==> config.mk <==
export PLATFORM = sky130hd
export DESIGN_NAME = seg_scan_driver_flat
export DESIGN_NICKNAME = d
export VERILOG_FILES = /design/src/rtl/seg_scan_pkg.sv /design/src/rtl/seg_scan_if.sv /design/src/rtl/scan_tick_gen.sv /design/src/rtl/seg_scan_driver.sv /design/src/flat_wrapper.sv
export SDC_FILE = /design/constraint.sdc
export NUM_CORES = 1
export LEC_CHECK = 0
export CAP_MARGIN = 20
export CORE_MARGIN = 4
export CORE_UTILIZATION = 46
export DETAILED_ROUTE_END_ITERATION = 8
export HOLD_SLACK_MARGIN = 0.08
export PLACE_DENSITY = 0.75
export SETUP_SLACK_MARGIN = 0.02
export SLEW_MARGIN = 25
export SYNTH_ARGS = -nofsm -noshare
export SYNTH_HDL_FRONTEND = slang
export SYNTH_SLANG_ARGS = --single-unit
==> constraint.sdc <==
create_clock -name clk -period 2.75 [get_ports clk]
set_input_delay 0.55 -clock clk [delete_from_list [all_inputs] [get_ports clk]]
set_output_delay 0.55 -clock clk [all_outputs]
set_load 0.05 [all_outputs]
==> src/rtl/seg_scan_pkg.sv <==
// Shared constants, state type and width helper for the 8-digit segment scanner.
package seg_scan_pkg;

  localparam int NUM_DIGITS = 8;
  localparam logic [6:0] SEG_OFF = 7'h7F;
  localparam logic [7:0] AN_OFF = 8'hFF;

  typedef enum logic {
    GUARD = 1'b0,
    ON    = 1'b1
  } scan_state_t;

  function automatic int clog2(input int unsigned v);
    int r;
    int unsigned x;
    r = 0;
    x = 1;
    while (x < v) begin
      x = x << 1;
      r++;
    end
    return (r < 1) ? 1 : r;
  endfunction

endpackage

==> src/rtl/seg_scan_if.sv <==
// Display-side bundle of the scanner: segment inputs, enable and the multiplexed outputs.
// SEG_SCAN_BRIGHTNESS_EN adds the 3-bit brightness input.
interface seg_scan_if;
  logic       en;
  logic [6:0] led0, led1, led2, led3, led4, led5, led6, led7;
  logic [7:0] an;
  logic [6:0] seg;
  logic       frame_tick;
`ifdef SEG_SCAN_BRIGHTNESS_EN
  logic [2:0] bright;

  modport master (output en, led0, led1, led2, led3, led4, led5, led6, led7, bright,
                  input  an, seg, frame_tick);
  modport slave  (input  en, led0, led1, led2, led3, led4, led5, led6, led7, bright,
                  output an, seg, frame_tick);
`else
  modport master (output en, led0, led1, led2, led3, led4, led5, led6, led7,
                  input  an, seg, frame_tick);
  modport slave  (input  en, led0, led1, led2, led3, led4, led5, led6, led7,
                  output an, seg, frame_tick);
`endif
endinterface

==> src/rtl/scan_tick_gen.sv <==
// Free-running slot counter; reports the position inside the slot and the last-cycle wrap.
module scan_tick_gen
  import seg_scan_pkg::*;
#(
  parameter  int SLOT_CYC = 6250,
  localparam int CW       = clog2(SLOT_CYC)
) (
  input  logic          clk,
  input  logic          rst,
  output logic [CW-1:0] o_slot_pos,
  output logic          o_slot_wrap
);

  logic [CW-1:0] r_slot_cnt;

  assign o_slot_wrap = (r_slot_cnt == CW'(SLOT_CYC - 1));
  assign o_slot_pos  = r_slot_cnt;

  always_ff @(posedge clk) begin
    if (rst)              r_slot_cnt <= '0;
    else if (o_slot_wrap) r_slot_cnt <= '0;
    else                  r_slot_cnt <= r_slot_cnt + 1'b1;
  end

endmodule

==> src/rtl/seg_scan_driver.sv <==
// Time-multiplexed 8-digit 7-segment scanner with per-frame snapshot and inter-digit guard.
// Optional PWM brightness control when SEG_SCAN_BRIGHTNESS_EN is defined.
module seg_scan_driver
  import seg_scan_pkg::*;
#(
  parameter  int SLOT_CYC  = 6250,
  parameter  int GUARD_CYC = 64,
  localparam int CW        = clog2(SLOT_CYC)
) (
  input logic        clk,
  input logic        rst,
  seg_scan_if.slave  bus
);

  logic [CW-1:0] w_slot_pos;
  logic          w_slot_wrap;
  logic          w_frame_wrap;
  logic          w_lit;
  logic [6:0]    w_led [NUM_DIGITS];

  scan_state_t   r_state;
  logic [2:0]    r_dig;
  logic [6:0]    r_snap [NUM_DIGITS];
  logic          r_snap_vld;
  logic [7:0]    r_an;
  logic [6:0]    r_seg;
  logic          r_frame_tick;

  scan_tick_gen #(.SLOT_CYC(SLOT_CYC)) u_tick (
    .clk         (clk),
    .rst         (rst),
    .o_slot_pos  (w_slot_pos),
    .o_slot_wrap (w_slot_wrap)
  );

  assign w_led[0] = bus.led0;
  assign w_led[1] = bus.led1;
  assign w_led[2] = bus.led2;
  assign w_led[3] = bus.led3;
  assign w_led[4] = bus.led4;
  assign w_led[5] = bus.led5;
  assign w_led[6] = bus.led6;
  assign w_led[7] = bus.led7;

  assign w_frame_wrap = w_slot_wrap && (r_dig == 3'd7);

`ifdef SEG_SCAN_BRIGHTNESS_EN
  logic [2:0] r_pwm_cnt;
  logic [2:0] r_bright_q;

  always_ff @(posedge clk) begin
    if (rst) begin
      r_pwm_cnt  <= '0;
      r_bright_q <= 3'd7;
    end else begin
      r_pwm_cnt <= r_pwm_cnt + 3'd1;
      if (w_frame_wrap) r_bright_q <= bus.bright;
    end
  end

  assign w_lit = (r_state == ON) && r_snap_vld && (r_pwm_cnt <= r_bright_q);
`else
  assign w_lit = (r_state == ON) && r_snap_vld;
`endif

  // Digit index, guard/on phase and frame snapshot; nothing lights until the first capture
  always_ff @(posedge clk) begin
    if (rst) begin
      r_state    <= GUARD;
      r_dig      <= '0;
      r_snap_vld <= 1'b0;
      for (int i = 0; i < NUM_DIGITS; i++) r_snap[i] <= SEG_OFF;
    end else begin
      if (w_slot_wrap) begin
        r_state <= GUARD;
        r_dig   <= r_dig + 3'd1;
      end else if (w_slot_pos == CW'(GUARD_CYC - 1)) begin
        r_state <= ON;
      end
      if (w_frame_wrap) begin
        r_snap_vld <= 1'b1;
        for (int i = 0; i < NUM_DIGITS; i++) r_snap[i] <= w_led[i];
      end
    end
  end

  always_ff @(posedge clk) begin
    if (rst) begin
      r_an         <= AN_OFF;
      r_seg        <= SEG_OFF;
      r_frame_tick <= 1'b0;
    end else begin
      r_frame_tick <= w_frame_wrap;
      if (bus.en && w_lit) begin
        r_an  <= ~(8'd1 << r_dig);
        r_seg <= r_snap[r_dig];
      end else begin
        r_an  <= AN_OFF;
        r_seg <= SEG_OFF;
      end
    end
  end

  assign bus.an         = r_an;
  assign bus.seg        = r_seg;
  assign bus.frame_tick = r_frame_tick;

endmodule

==> src/flat_wrapper.sv <==
// flat-port wrapper written by rule: the top's interface ports become plain ports
module seg_scan_driver_flat import seg_scan_pkg::*;
#(
  parameter  int SLOT_CYC  = 6250,
  parameter  int GUARD_CYC = 64,
  localparam int CW        = clog2(SLOT_CYC)
)
  (clk, rst, bus_en, bus_led0, bus_led1, bus_led2, bus_led3, bus_led4, bus_led5, bus_led6, bus_led7, bus_an, bus_seg, bus_frame_tick);
  seg_scan_if bus_i ();
  input logic clk;
  input logic rst;
  input wire logic [$bits(bus_i.en)-1:0] bus_en;
  input wire logic [$bits(bus_i.led0)-1:0] bus_led0;
  input wire logic [$bits(bus_i.led1)-1:0] bus_led1;
  input wire logic [$bits(bus_i.led2)-1:0] bus_led2;
  input wire logic [$bits(bus_i.led3)-1:0] bus_led3;
  input wire logic [$bits(bus_i.led4)-1:0] bus_led4;
  input wire logic [$bits(bus_i.led5)-1:0] bus_led5;
  input wire logic [$bits(bus_i.led6)-1:0] bus_led6;
  input wire logic [$bits(bus_i.led7)-1:0] bus_led7;
  output wire logic [$bits(bus_i.an)-1:0] bus_an;
  output wire logic [$bits(bus_i.seg)-1:0] bus_seg;
  output wire logic [$bits(bus_i.frame_tick)-1:0] bus_frame_tick;
  assign bus_i.en = bus_en;
  assign bus_i.led0 = bus_led0;
  assign bus_i.led1 = bus_led1;
  assign bus_i.led2 = bus_led2;
  assign bus_i.led3 = bus_led3;
  assign bus_i.led4 = bus_led4;
  assign bus_i.led5 = bus_led5;
  assign bus_i.led6 = bus_led6;
  assign bus_i.led7 = bus_led7;
  assign bus_an = bus_i.an;
  assign bus_seg = bus_i.seg;
  assign bus_frame_tick = bus_i.frame_tick;
  seg_scan_driver #(.SLOT_CYC(SLOT_CYC), .GUARD_CYC(GUARD_CYC)) u_core (.clk(clk), .rst(rst), .bus(bus_i));
endmodule
==> out/qor.yml <==
min_path:
  min_path_type: "reg -> reg"
logic_synthesis:
  syn-cell-area_mm2: 0.00375
  synth-compound-area-share: 0.00433
  synthTopCellsByArea: "edfxtp_1 (45%), dfxtp_1 (18%), mux4_2 (8.4%)"
  syn_inst: 278
  yosysUniqueCellTypes: 32
  synth-xor-area-share: 0.0280
  synthMuxAreaShare: 0.0893
  synth_top_area_frac: 0.448
  synth_top_area_cell: "edfxtp_1"
  ys_ff_latch: 90
  syn_area_per_cell_um2: 13.5
  synthAdderAreaFrac: 0.0267
  yosys_warnings: 0
  seq_area_frac_synth: 0.629
  synth_top_family_by_area: "simple AND/OR/NAND/NOR gates"
  synth-simple-area-share: 0.196
  syn-num-nets: 345
setup_path:
  setup.worst_path.class: "reg -> reg"
  critical_path.top_delay_family: "simple AND/OR/NAND/NOR gates"
  critPathBufInv: 1
  critPathCaptureType: "register"
  worst_ep_required_time_ns: 2.84
  cpPeakStageDelay_ns: 0.42
  critPathSlowestCell: "and3b_1"
  arrival_ns: 2.16
  startpoint_type: "register"
  critPathMaxFanout: 13
  path_cells: "ha_1 > nand4b_1 > nor4b_4 > and3b_1 > buf_4 > nand2b_1"
global_routing:
  grt_pass1_vias: 2372
  grt_pass1_wl_um: 11700
  antenna_found_initial: 0
  grt_usage: 0.157
  grt-ovfl-total: 0
  grt_max_degree: 29
placement:
  gp_congestion: 0.757
  pre_cts_ws_ns: 0.558
  io_buffers: 74
  dpl_cell_area_mm2: 0.00462
  dpl.hpwl_um: 5190
timing:
  worst_slack_ns: 0.687
  period_share: 0.750
  finalSetupTns_ns: 0
  rsz0062_at_grt: "no"
  fmax_ghz: 0.485
  final-hold-violation-count: 0
  drv_slew: 0
  slew_headroom: 0.660
  period_needed_ns: 2.06
  clock_skew_ns: 0.00656
  tightest_slew_ns: 0.508
  finalSetupViolCount: 0
pwr:
  combinationalPowerShare: 0.057
  power_density_mw_per_mm2: 510
  seq_power_share: 0.595
  ir_drop_v: 0.000281
  p_leak_uw: 0.00152
  pwr-share-clk: 0.348
  power_uw: 2450
  p_int_uw: 1950
  p_sw_uw: 506
  swShare: 0.206
final_layout:
  syn2layout_area_growth_pct: 28.1
  diodes: 0
  final_area_mm2: 0.00481
  num-fill-cells: 637
  final_cell_mix: "clkdlybuf4s50_1 (74), edfxtp_1 (56), nand2b_1 (43)"
  nNetsFinal: 424
  drive_gt1_frac: 0.157
  final_common_cell: "clkdlybuf4s50_1"
  fin_util: 0.613
route:
  drtIter0Drc: 92
  num_vias: 2274
  viasPerCell: 4.90
  drt_pass1_iterations: 4
  wl_per_cell_um: 15.2
  ant_nets: 0
  drt_drc_violations_left: 0
  wirelength_um: 7040
clock_network:
  cts_tree: "yes"
  cts_buffers: 9
  cts_resized: 0
  postCtsSetupRepairBufs: 0
  clk_latency_ns: 0.34
  cts.sink_count: 90
  cts.clk_slew.worst_paths_ns: 0.08
  cts_root_buf: "clkbuf_8"
  postCtsHoldBufs: 0
  htree_levels: 3
  cts_buffer_depth: 2
floorplanning:
  die_w_um: 98.3
  die-area_mm2: 0.00967
  ios: 75
  die_y_um: 98.3
  initial_utilization: 0.478
  row_count: 32
  core_region_area_mm2: 0.00785
job:
  cap_viol_max_count: 0
status:
  outcome: "finished, final reports clean"
through the flow:
stage,hold WS [ns],instances
floorplan,0.432,278
global placement,0.461,448
detailed placement,0.455,448
CTS,0.479,464
global route,0.534,464
finish,0.478,464
worst min-delay path, delay by kind of cell (launching register included):
| kind | cells | cell delay, ns |
|---|---|---|
| AND/OR/NAND/NOR | 1 | 0.07 |
| AO/OA/AOI/OAI | 1 | 0.04 |
| flip-flops | 1 | 0.34 |
layer usage:
layer  part of all wire  vias to the layer above  GRT usage
met5                  0                        -          0
met4              0.016                        0     0.0567
met3              0.034                        8     0.0321
met2               0.51                       42      0.267
met1               0.44                     1100      0.198
li1                   -                     1124          -
logic make-up (layout without fill, tap and decap cells):
family          Yosys count  count (layout)
mux                      16              16
simple gates            131             131
flops                    90              90
xor+xnor                 12              12
fa+ha+maj                 8               8
compound gates            2               2
buf+inv                  19             103
cells in the mapped netlist, drive strengths merged:
master and count:
clkbuf 6, nor4b 1, and2 1, nor4 1
nor2b 2, and3b 1, nand4 2, xnor2 6
mux2i 2, edfxtp 56, clkinv 1, ha 8
nor2 17, nand4b 1, nand2b 43, inv 3
or2 16, nor4bb 1, xor2 6, nand3 14
mux4 14, a41oi 1, nor3 3, a21o 1
and4 2, nand2 23, buf 9, dfxtp 34
and3 3
sequential cells by signal (all words and copies together), names as in the netlist:
register	flops
u_core.r_dig	3
u_core.bus.an	8
u_core.bus.frame_tick	1
u_core.u_tick.o_slot_pos	13
u_core.bus.seg	7
u_core.r_snap_vld	1
u_core.r_snap	56
u_core.r_state	1
power groups by stage:
stage               Sequential, µW  Clock [µW]  Combinational [µW]
finish                        1460         854                 139
global route                  1460         922                 150
CTS                           1460         871                 141
detailed placement            1490           0                 140
global placement              1490           0                 140
floorplan                     1490           0                46.0
final cells by class:
| class | instances | area (µm²) | share of cell area |
|---|---|---|---|
| sequential | 90 | 2360 | 0.491 |
| clock buffer | 11 | 156 | 0.0325 |
| clock inverter | 5 | 33.8 | 0.00702 |
| tap | 102 | 128 | 0.0265 |
| multi-input combinational | 169 | 1290 | 0.269 |
| timing repair buffer | 83 | 821 | 0.171 |
| inverter | 4 | 15.0 | 0.00312 |
path summary, 6_finish.rpt:
| kind | start | end | slack [ns] | depth (start not counted) |
|---|---|---|---|---|
| max | u_core.u_tick.o_slot_pos[0] | u_core.r_snap[5][0] | 0.69 | 6 |
| min | u_core.r_state | u_core.r_state | 0.48 | 2 |
| max reg2reg | u_core.u_tick.o_slot_pos[0] | u_core.r_snap[5][0] | 0.69 | 6 |
| min reg2reg | u_core.r_state | u_core.r_state | 0.48 | 2 |
Note: power is estimated with default switching activity, not from simulation.
